--- src/rtl/cmp_result_debouncer_pkg.sv ---
// Shared state encodings and flag decoding for the comparator-result debouncer.
package cmp_result_debouncer_pkg;

    typedef enum logic [1:0] {
        StUnknown = 2'b00,
        StLess    = 2'b01,
        StEqual   = 2'b10,
        StGreater = 2'b11
    } cmp_state_e;

    // Non-one-hot flag sets map to StUnknown, which doubles as the "illegal" marker.
    function automatic cmp_state_e flags_to_state(input logic gt, input logic eq, input logic lt);
        cmp_state_e cls;
        case ({gt, eq, lt})
            3'b100:  cls = StGreater;
            3'b010:  cls = StEqual;
            3'b001:  cls = StLess;
            default: cls = StUnknown;
        endcase
        return cls;
    endfunction

endpackage

--- src/rtl/cmp_result_debouncer_sat_counter.sv ---
// Saturating up-counter with synchronous clear; clear takes priority over increment.
module cmp_result_debouncer_sat_counter #(
    parameter int unsigned Width = 8
) (
    input  logic             clk_i,
    input  logic             rst_i,
    input  logic             inc_i,
    input  logic             clr_i,
    output logic [Width-1:0] count_o
);

    logic [Width-1:0] count_d, count_q;

    always_comb begin
        count_d = count_q;
        if (clr_i) begin
            count_d = '0;
        end else if (inc_i && (count_q != '1)) begin
            count_d = count_q + Width'(1);
        end
    end

    always_ff @(posedge clk_i or posedge rst_i) begin
        if (rst_i) begin
            count_q <= '0;
        end else begin
            count_q <= count_d;
        end
    end

    assign count_o = count_q;

endmodule

--- src/rtl/cmp_result_debouncer.sv ---
// Qualifies comparator flag samples, debounces them into a stable state and counts outcomes.
module cmp_result_debouncer
    import cmp_result_debouncer_pkg::*;
#(
    parameter int unsigned Debounce = 4,
    parameter int unsigned CntW     = 8
) (
    input  logic            clk_i,
    input  logic            rst_i,
    input  logic            in_valid_i,
    input  logic            a_greater_i,
    input  logic            a_equal_i,
    input  logic            a_less_i,
    input  logic            clr_counts_i,
    output logic [1:0]      state_o,
    output logic            state_valid_o,
    output logic            change_pulse_o,
    output logic            illegal_o,
    output logic [CntW-1:0] gt_count_o,
    output logic [CntW-1:0] eq_count_o,
    output logic [CntW-1:0] lt_count_o
);

    localparam int unsigned     RunW   = $clog2(Debounce + 1);
    localparam logic [RunW-1:0] RunMax = RunW'(Debounce);

    cmp_state_e      sample_cls;
    logic            sample_legal;
    cmp_state_e      state_d, state_q, cand_d, cand_q;
    logic [RunW-1:0] run_d, run_q;
    logic            valid_d, valid_q, pulse_d, pulse_q, illegal_d, illegal_q;

    always_comb begin
        sample_cls   = flags_to_state(a_greater_i, a_equal_i, a_less_i);
        sample_legal = in_valid_i && (sample_cls != StUnknown);
    end

    always_comb begin
        state_d   = state_q;
        valid_d   = valid_q;
        cand_d    = cand_q;
        run_d     = run_q;
        pulse_d   = 1'b0;
        illegal_d = 1'b0;
        if (in_valid_i) begin
            if (!sample_legal) begin
                illegal_d = 1'b1;
                cand_d    = StUnknown;
                run_d     = '0;
            end else begin
                if (sample_cls == cand_q) begin
                    run_d = (run_q == RunMax) ? RunMax : run_q + RunW'(1);
                end else begin
                    cand_d = sample_cls;
                    run_d  = RunW'(1);
                end
                // Run saturates, so a steady stream commits at most once.
                if ((run_d == RunMax) && (sample_cls != state_q)) begin
                    state_d = sample_cls;
                    valid_d = 1'b1;
                    pulse_d = 1'b1;
                end
            end
        end
    end

    always_ff @(posedge clk_i or posedge rst_i) begin
        if (rst_i) begin
            state_q   <= StUnknown;
            cand_q    <= StUnknown;
            run_q     <= '0;
            valid_q   <= 1'b0;
            pulse_q   <= 1'b0;
            illegal_q <= 1'b0;
        end else begin
            state_q   <= state_d;
            cand_q    <= cand_d;
            run_q     <= run_d;
            valid_q   <= valid_d;
            pulse_q   <= pulse_d;
            illegal_q <= illegal_d;
        end
    end

    assign state_o        = state_q;
    assign state_valid_o  = valid_q;
    assign change_pulse_o = pulse_q;
    assign illegal_o      = illegal_q;

    cmp_result_debouncer_sat_counter #(
        .Width (CntW)
    ) u_gt_cnt (
        .clk_i   (clk_i),
        .rst_i   (rst_i),
        .inc_i   (sample_legal && (sample_cls == StGreater)),
        .clr_i   (clr_counts_i),
        .count_o (gt_count_o)
    );

    cmp_result_debouncer_sat_counter #(
        .Width (CntW)
    ) u_eq_cnt (
        .clk_i   (clk_i),
        .rst_i   (rst_i),
        .inc_i   (sample_legal && (sample_cls == StEqual)),
        .clr_i   (clr_counts_i),
        .count_o (eq_count_o)
    );

    cmp_result_debouncer_sat_counter #(
        .Width (CntW)
    ) u_lt_cnt (
        .clk_i   (clk_i),
        .rst_i   (rst_i),
        .inc_i   (sample_legal && (sample_cls == StLess)),
        .clr_i   (clr_counts_i),
        .count_o (lt_count_o)
    );

endmodule

--- config.mk ---
export PLATFORM = sky130hd
export DESIGN_NAME = cmp_result_debouncer
export DESIGN_NICKNAME = d
export VERILOG_FILES = /design/src/rtl/cmp_result_debouncer_pkg.sv /design/src/rtl/cmp_result_debouncer_sat_counter.sv /design/src/rtl/cmp_result_debouncer.sv
export SDC_FILE = /design/constraint.sdc
export NUM_CORES = 1
export LEC_CHECK = 0
export CORE_MARGIN = 2
export CORE_UTILIZATION = 62
export CTS_CLUSTER_DIAMETER = 40
export DETAILED_ROUTE_END_ITERATION = 8
export DONT_BUFFER_PORTS = 1
export PLACE_DENSITY = 0.84
export SLEW_MARGIN = 20
export SYNTH_ARGS = -nofsm -noshare
export SYNTH_HDL_FRONTEND = slang
export SYNTH_SLANG_ARGS = --single-unit
--- constraint.sdc ---
create_clock -name clk_i -period 2.2 [get_ports clk_i]
set_clock_uncertainty 0.1 [all_clocks]
set_input_delay 0.33 -clock clk_i [delete_from_list [all_inputs] [get_ports clk_i]]
set_output_delay 0.33 -clock clk_i [all_outputs]
set_load 0.01 [all_outputs]
* After elaboration in Yosys (flattened, before gate mapping) *
Cells that the tools add are included.
Widths: inputs -> output; s select.

cells by class
  reductions and logical operators = 14
  mux-type cells = 19
  eq/ne operators = 14
  $add $sub $neg = 4

operator list
  operator             number
  $mux 8               6
  $add 8x1->8 const B  3
  $ne 8x8->1 const B   3
  $mux 3               5
  $eq 3x3->1 const B   3
  $logic_and 1x1->1    8
  $reduce_bool 2->1    4
  $pmux 2 s3           1
  $mux 1               5
  $eq 2x2->1 const B   2
  $mux 2               2
  $add 3x1->3 const B  1
  $eq 3x1->1 const B   1
  $eq 3x2->1 const B   1
  $reduce_and 3->1     1
  $eq 2x1->1 const B   1
  $eq 2x2->1           1
  $ne 2x2->1           1
  $ne 2x2->1 const B   1
  $reduce_and 2->1     1

storage, ports and cells
  input bits = 7
  word-level logic and storage cells = 60
  register bits after elaboration = 34
  output and inout bits = 29

* Logic depth before layout (Yosys ltp) *
  depth in word-level cells = 11
  mapped depth = 6
  mapped depth without buffers = 6

* Hierarchy *
A second synthesis with hierarchy kept.

second synthesis, totals
  cell total of the unflattened synthesis = 219
  area total of the unflattened synthesis = 2197.1 um^2

modules (own cells, without submodules)
  module                            times used  cells each  area an instance (um^2)  sequential area each (um^2)
  cmp_result_debouncer_sat_counter  3           49          504.2                    200.2
  cmp_result_debouncer              1           72          684.4                    250.2

* Worst setup path before layout *
OpenSTA, ideal clock, no wires.

  path type = input to register
  from = input a_less_i
  to = register state_q[1], in the netlist state_o[1]
  arrival time = 1.611 ns
  setup time = 0.128 ns
  stages on the path = 6
  buffers on the path = 1
  data required time = 1.972 ns
  setup slack = 0.361 ns
  path through = buf_2 or3b_4 a221oi_1 nor2_1 nand3_2 mux2_1

between the ends
  longest elaborated chain between the ends = 9
  elaborated cells between the ends (all ways) = 14
  classes of those cells = eq/ne (6); mux (4); reduce/logical (4)

ends and longest elaborated chain
  what                                line                            text
  start, declared                     cmp_result_debouncer.sv:13      input logic a_less_i,
  $eq 3x1->1 (tied with other cells)  cmp_result_debouncer_pkg.sv:14  case ({gt, eq, lt})
  $pmux 2 s3 (*)                      cmp_result_debouncer_pkg.sv:14
  $eq 2x2->1                          cmp_result_debouncer.sv:51      if (sample_cls == cand_q) begin
  $mux 3                              cmp_result_debouncer.sv:51
  $mux 3                              cmp_result_debouncer.sv:46      if (!sample_legal) begin
  $mux 3                              cmp_result_debouncer.sv:45      if (in_valid_i) begin
  $eq 3x3->1                          cmp_result_debouncer.sv:58      if ((run_d == RunMax) && (sample_cls != state_q)) begin
  $logic_and 1x1->1                   cmp_result_debouncer.sv:58
  $reduce_and 3->1 (no line)          --
  end signal, assigned                cmp_result_debouncer.sv:69      state_q <= StUnknown;
  end signal, assigned                cmp_result_debouncer.sv:76      state_q <= state_d;
  end, declared                       cmp_result_debouncer.sv:29      cmp_state_e state_d, state_q, cand_d, cand_q;

Every way passes the cells marked *; elsewhere a longest branch is shown, timed or not. The select of a mux whose other input is x is not followed.
A chain may end at the register's enable or synchronous reset.

* Final worst setup path *
  from = register state_q[0], in the netlist state_o[0]
  to = register state_q[0], in the netlist state_o[0]

between the ends
  longest elaborated chain between the ends = 3

ends and longest elaborated chain
  what                        line
  $ne 2x2->1                  cmp_result_debouncer.sv:58
  $logic_and 1x1->1           cmp_result_debouncer.sv:58
  $reduce_and 3->1 (no line)  --

Every way passes these cells.

==> impl_metrics.env <==
export IMPL_drtIter0Drc=101
export IMPL_seqPwrFrac_pct=60.8
export IMPL_root_buffer="clkbuf_4"
export IMPL_synth_cells=185
export IMPL_power_frac_comb_pct=8.4
export IMPL_worst_pin_slew_ns=0.8601
export IMPL_clk_latency_ns=0.32
export IMPL_cts_tree="yes"
export IMPL_power_switching_mw=0.2508
export IMPL_cts_setup_buffers=0
export IMPL_yosysTopAreaCell="dfrtp_1"
export IMPL_cts_sinks=34
export IMPL_fmax_mhz=524.5
export IMPL_first_global_vias=1312
export IMPL_status="finished, final reports clean"
export IMPL_critPathMaxFanout=6
export IMPL_die_h_um=58.58
export IMPL_dp_hpwl_um=2523
export IMPL_die_area_um2=3431
export IMPL_vias=1350
export IMPL_intPower_mw=0.8187
export IMPL_seqCellArea_um2=850.8
export IMPL_rrSetupSlack_ns=0.29
export IMPL_synthToLayoutAreaGrowth_pct=5.081
export IMPL_hold_viol=0
export IMPL_antenna_found_initial=0
export IMPL_power_leakage_nw=0.8434
export IMPL_syn_mean_instance_area_um2=9.983
export IMPL_crit_path_start_kind="register"
export IMPL_synth_area_leaders="dfrtp_1 (46%), nor2_1 (5.7%), xnor2_1 (5.7%), xor2_1 (4.7%), ha_1 (3.4%)"
export IMPL_ctsLongestPathBuffers=2
export IMPL_ys_ff_latch=34
export IMPL_wirelength_um=3529
export IMPL_worstSetupEndpointType="register"
export IMPL_fill_cells=223
export IMPL_drc=0
export IMPL_coreArea_um2=2781
export IMPL_yosysSeqAreaShare_pct=46.07
export IMPL_vias_per_cell=6.136
export IMPL_sw_frac_of_total_pct=23.45
export IMPL_grt_pass1_wl_um=5975
export IMPL_relSlewSlack_pct=42.47
export IMPL_drive_gt1_share_pct=8.995
export IMPL_io_buffers=0
export IMPL_hold_end="illegal_o$_DFF_PP0_"
export IMPL_synth_top_area_share_pct=46.07
export IMPL_path_cells="or4_1, a31oi_1, nor2_1, nand3_2, mux2_1"
export IMPL_ant_nets=0
export IMPL_critPathArrivalTime_ns=2.01
export IMPL_fp_dieW_um=58.58
export IMPL_cts_buffers_inserted=5
export IMPL_timing_rr_start="state_o[0]$_DFFE_PP0P_"
export IMPL_crit_slowest_cell="or4_1"
export IMPL_crit_path_max_incr_delay_ns=0.54
export IMPL_synth_cell_area_um2=1847
export IMPL_clkSlewWorstSetupHoldPaths_ns=0.09
export IMPL_synth_distinct_cells=39
export IMPL_grt_usage_pct=23.34
export IMPL_timing_final_crit_share_pct=86.66
export IMPL_holdPathStages=1
export IMPL_gp_congestion=0.8132
export IMPL_rsz0062_at_grt="false"
export IMPL_grt_overflow_total=0
export IMPL_dp_cells=211
export IMPL_p_total_mw=1.069
export IMPL_diodes=0
export IMPL_multi_input_area_um2=932.1
export IMPL_ir_drop_uv=486.1
export IMPL_min_from="in_valid_i"
export IMPL_synth_nets=197
export IMPL_critPathRequiredTime_ns=2.31
export IMPL_hold_path_class="in2reg"
export IMPL_cap_viol_max_count=0
export IMPL_final_common_cell="dfrtp_1"
export IMPL_grt_max_degree=35
export IMPL_reg2reg_to="state_o[0]$_DFFE_PP0P_"
export IMPL_fin_tns_setup_ns=0
export IMPL_p_clk_share_pct=30.8
export IMPL_path_class="reg2reg"
export IMPL_nets=202
export IMPL_drv_slew=0
export IMPL_cts_max_level=2
export IMPL_wl_per_cell_um=16.04
export IMPL_initial_core_util_pct=66.40
export IMPL_synth_warnings=0
export IMPL_fin_cells=220
export IMPL_io_pins=36
export IMPL_final_cell_mix="dfrtp_1 (34), nor2_1 (28), nand2_1 (14), xnor2_1 (12), xor2_1 (10)"
export IMPL_drtPass1Iterations=4
export IMPL_cellPowerDensity_nw_per_um2=551.1
export IMPL_num_rows=19
export IMPL_setup_viol=0
export IMPL_fin_crit_ns=1.907
export IMPL_r2r_cells=5
-- critical path: cells and delay by family, from the launching register on --
family	cells	cell delay (ns)
mux	1	0.35
compound gates	1	0.14
simple gates	3	0.73
flops	1	0.47
-- worst max path at each step --
| stage | end | cells past startpoint | from | slack, ns |
|---|---|---|---|---|
| global route | state_o[0]$_DFFE_PP0P_ | 5 | state_o[1]$_DFFE_PP0P_ | 0.24 |
| global placement | state_o[1]$_DFFE_PP0P_ | 5 | state_o[1]$_DFFE_PP0P_ | 0.39 |
| CTS | state_o[0]$_DFFE_PP0P_ | 5 | state_o[0]$_DFFE_PP0P_ | 0.30 |
| floorplan | state_o[1]$_DFFE_PP0P_ | 6 | a_less_i | 0.36 |
| finish | state_o[0]$_DFFE_PP0P_ | 5 | state_o[0]$_DFFE_PP0P_ | 0.29 |
| detailed placement | state_o[0]$_DFFE_PP0P_ | 5 | state_o[1]$_DFFE_PP0P_ | 0.32 |
-- area by class of cell --
| type | count | share of cell area (%) |
|---|---|---|
| Clock buffer | 6 | 2.643 |
| Inverter | 8 | 1.547 |
| Multi-Input combinational cell | 137 | 48.03 |
| Sequential cell | 34 | 43.84 |
| Tap cell | 31 | 1.999 |
| Timing Repair Buffer | 4 | 1.934 |
-- per-layer routing --
| layer | global-route usage [%] | routed length [um] | vias to the layer above |
|---|---|---|---|
| met2 | 36.28 | 1727 | 48 |
| met1 | 29.85 | 1502 | 656 |
| met5 | 0 | 0 | - |
| met4 | 11.36 | 62 | 0 |
| met3 | 7.253 | 236 | 7 |
| li1 | - | - | 639 |
-- stage by stage --
step	setup slack [ns]	util (%)	hold WS, ns	area, um^2
after detailed placement	0.3181	66.85	0.2405	1859
final	0.2934	69.77	0.03077	1941
after CTS	0.3006	69.77	0.01899	1941
after global routing	0.2444	69.77	0.02889	1941
after floorplan	0.3611	-	0.2931	1847
after global placement	0.3930	66.85	0.2346	1859
-- state kept, by name, indices dropped and copies added, names as in the netlist --
signal	count
u_lt_cnt.count_o	8
state_valid_o	1
state_o	2
u_gt_cnt.count_o	8
run_q	3
change_pulse_o	1
illegal_o	1
u_eq_cnt.count_o	8
cand_q	2
-- power by group through the flow --
| stage | clock network, mW | logic, mW | registers [mW] |
|---|---|---|---|
| finish | 0.329 | 0.0897 | 0.651 |
| global route | 0.368 | 0.101 | 0.653 |
| CTS | 0.341 | 0.0912 | 0.650 |
| detailed placement | 0 | 0.0801 | 0.663 |
| global placement | 0 | 0.0744 | 0.662 |
| floorplan | 0 | 0.0794 | 0.660 |
-- repair_timing --
| item | in CTS | in global routing |
|---|---|---|
| resized for setup | 0 | 0 |
| hold buffers | 3 | 0 |
| endpoints found under the hold margin | 60 | 0 |
-- cell usage after synthesis --
cell type   n
dfrtp_1    34
nor2_1     28
nand2_1    14
xnor2_1    12
xor2_1     10
a21oi_1     8
inv_1       8
nand3_1     8
nor3_1      7
ha_1        5
mux2i_1     5
o21ai_1     4
or3_1       4
buf_2       3
mux2_2      3
and2b_1     2
and4_1      2
clkbuf_1    2
mux2_1      2
nand3b_1    2
nand4_1     2
o211ai_4    2
o21ai_0     2
a211oi_1    1
a221oi_1    1
a311oi_2    1
a31oi_1     1
a41oi_1     1
and2_1      1
and2b_2     1
buf_6       1
nand2b_1    1
nand3_2     1
nand4b_1    1
nand4bb_1   1
o22ai_2     1
or3b_4      1
or4_1       1
or4bb_1     1
-- kinds of logic after synthesis --
kind of cell | after synthesis | synth area share [%]
xor gates and xnor gates | 22 | 10.43
DFF | 34 | 46.07
and+or+nand+nor | 78 | 21.61
muxes | 10 | 5.759
buffers and inverters | 14 | 3.455
adders and majority gates | 5 | 3.388
AOI/OAI and AO/OA | 22 | 9.282
No activity file was read; power rests on OpenSTA's default activity.
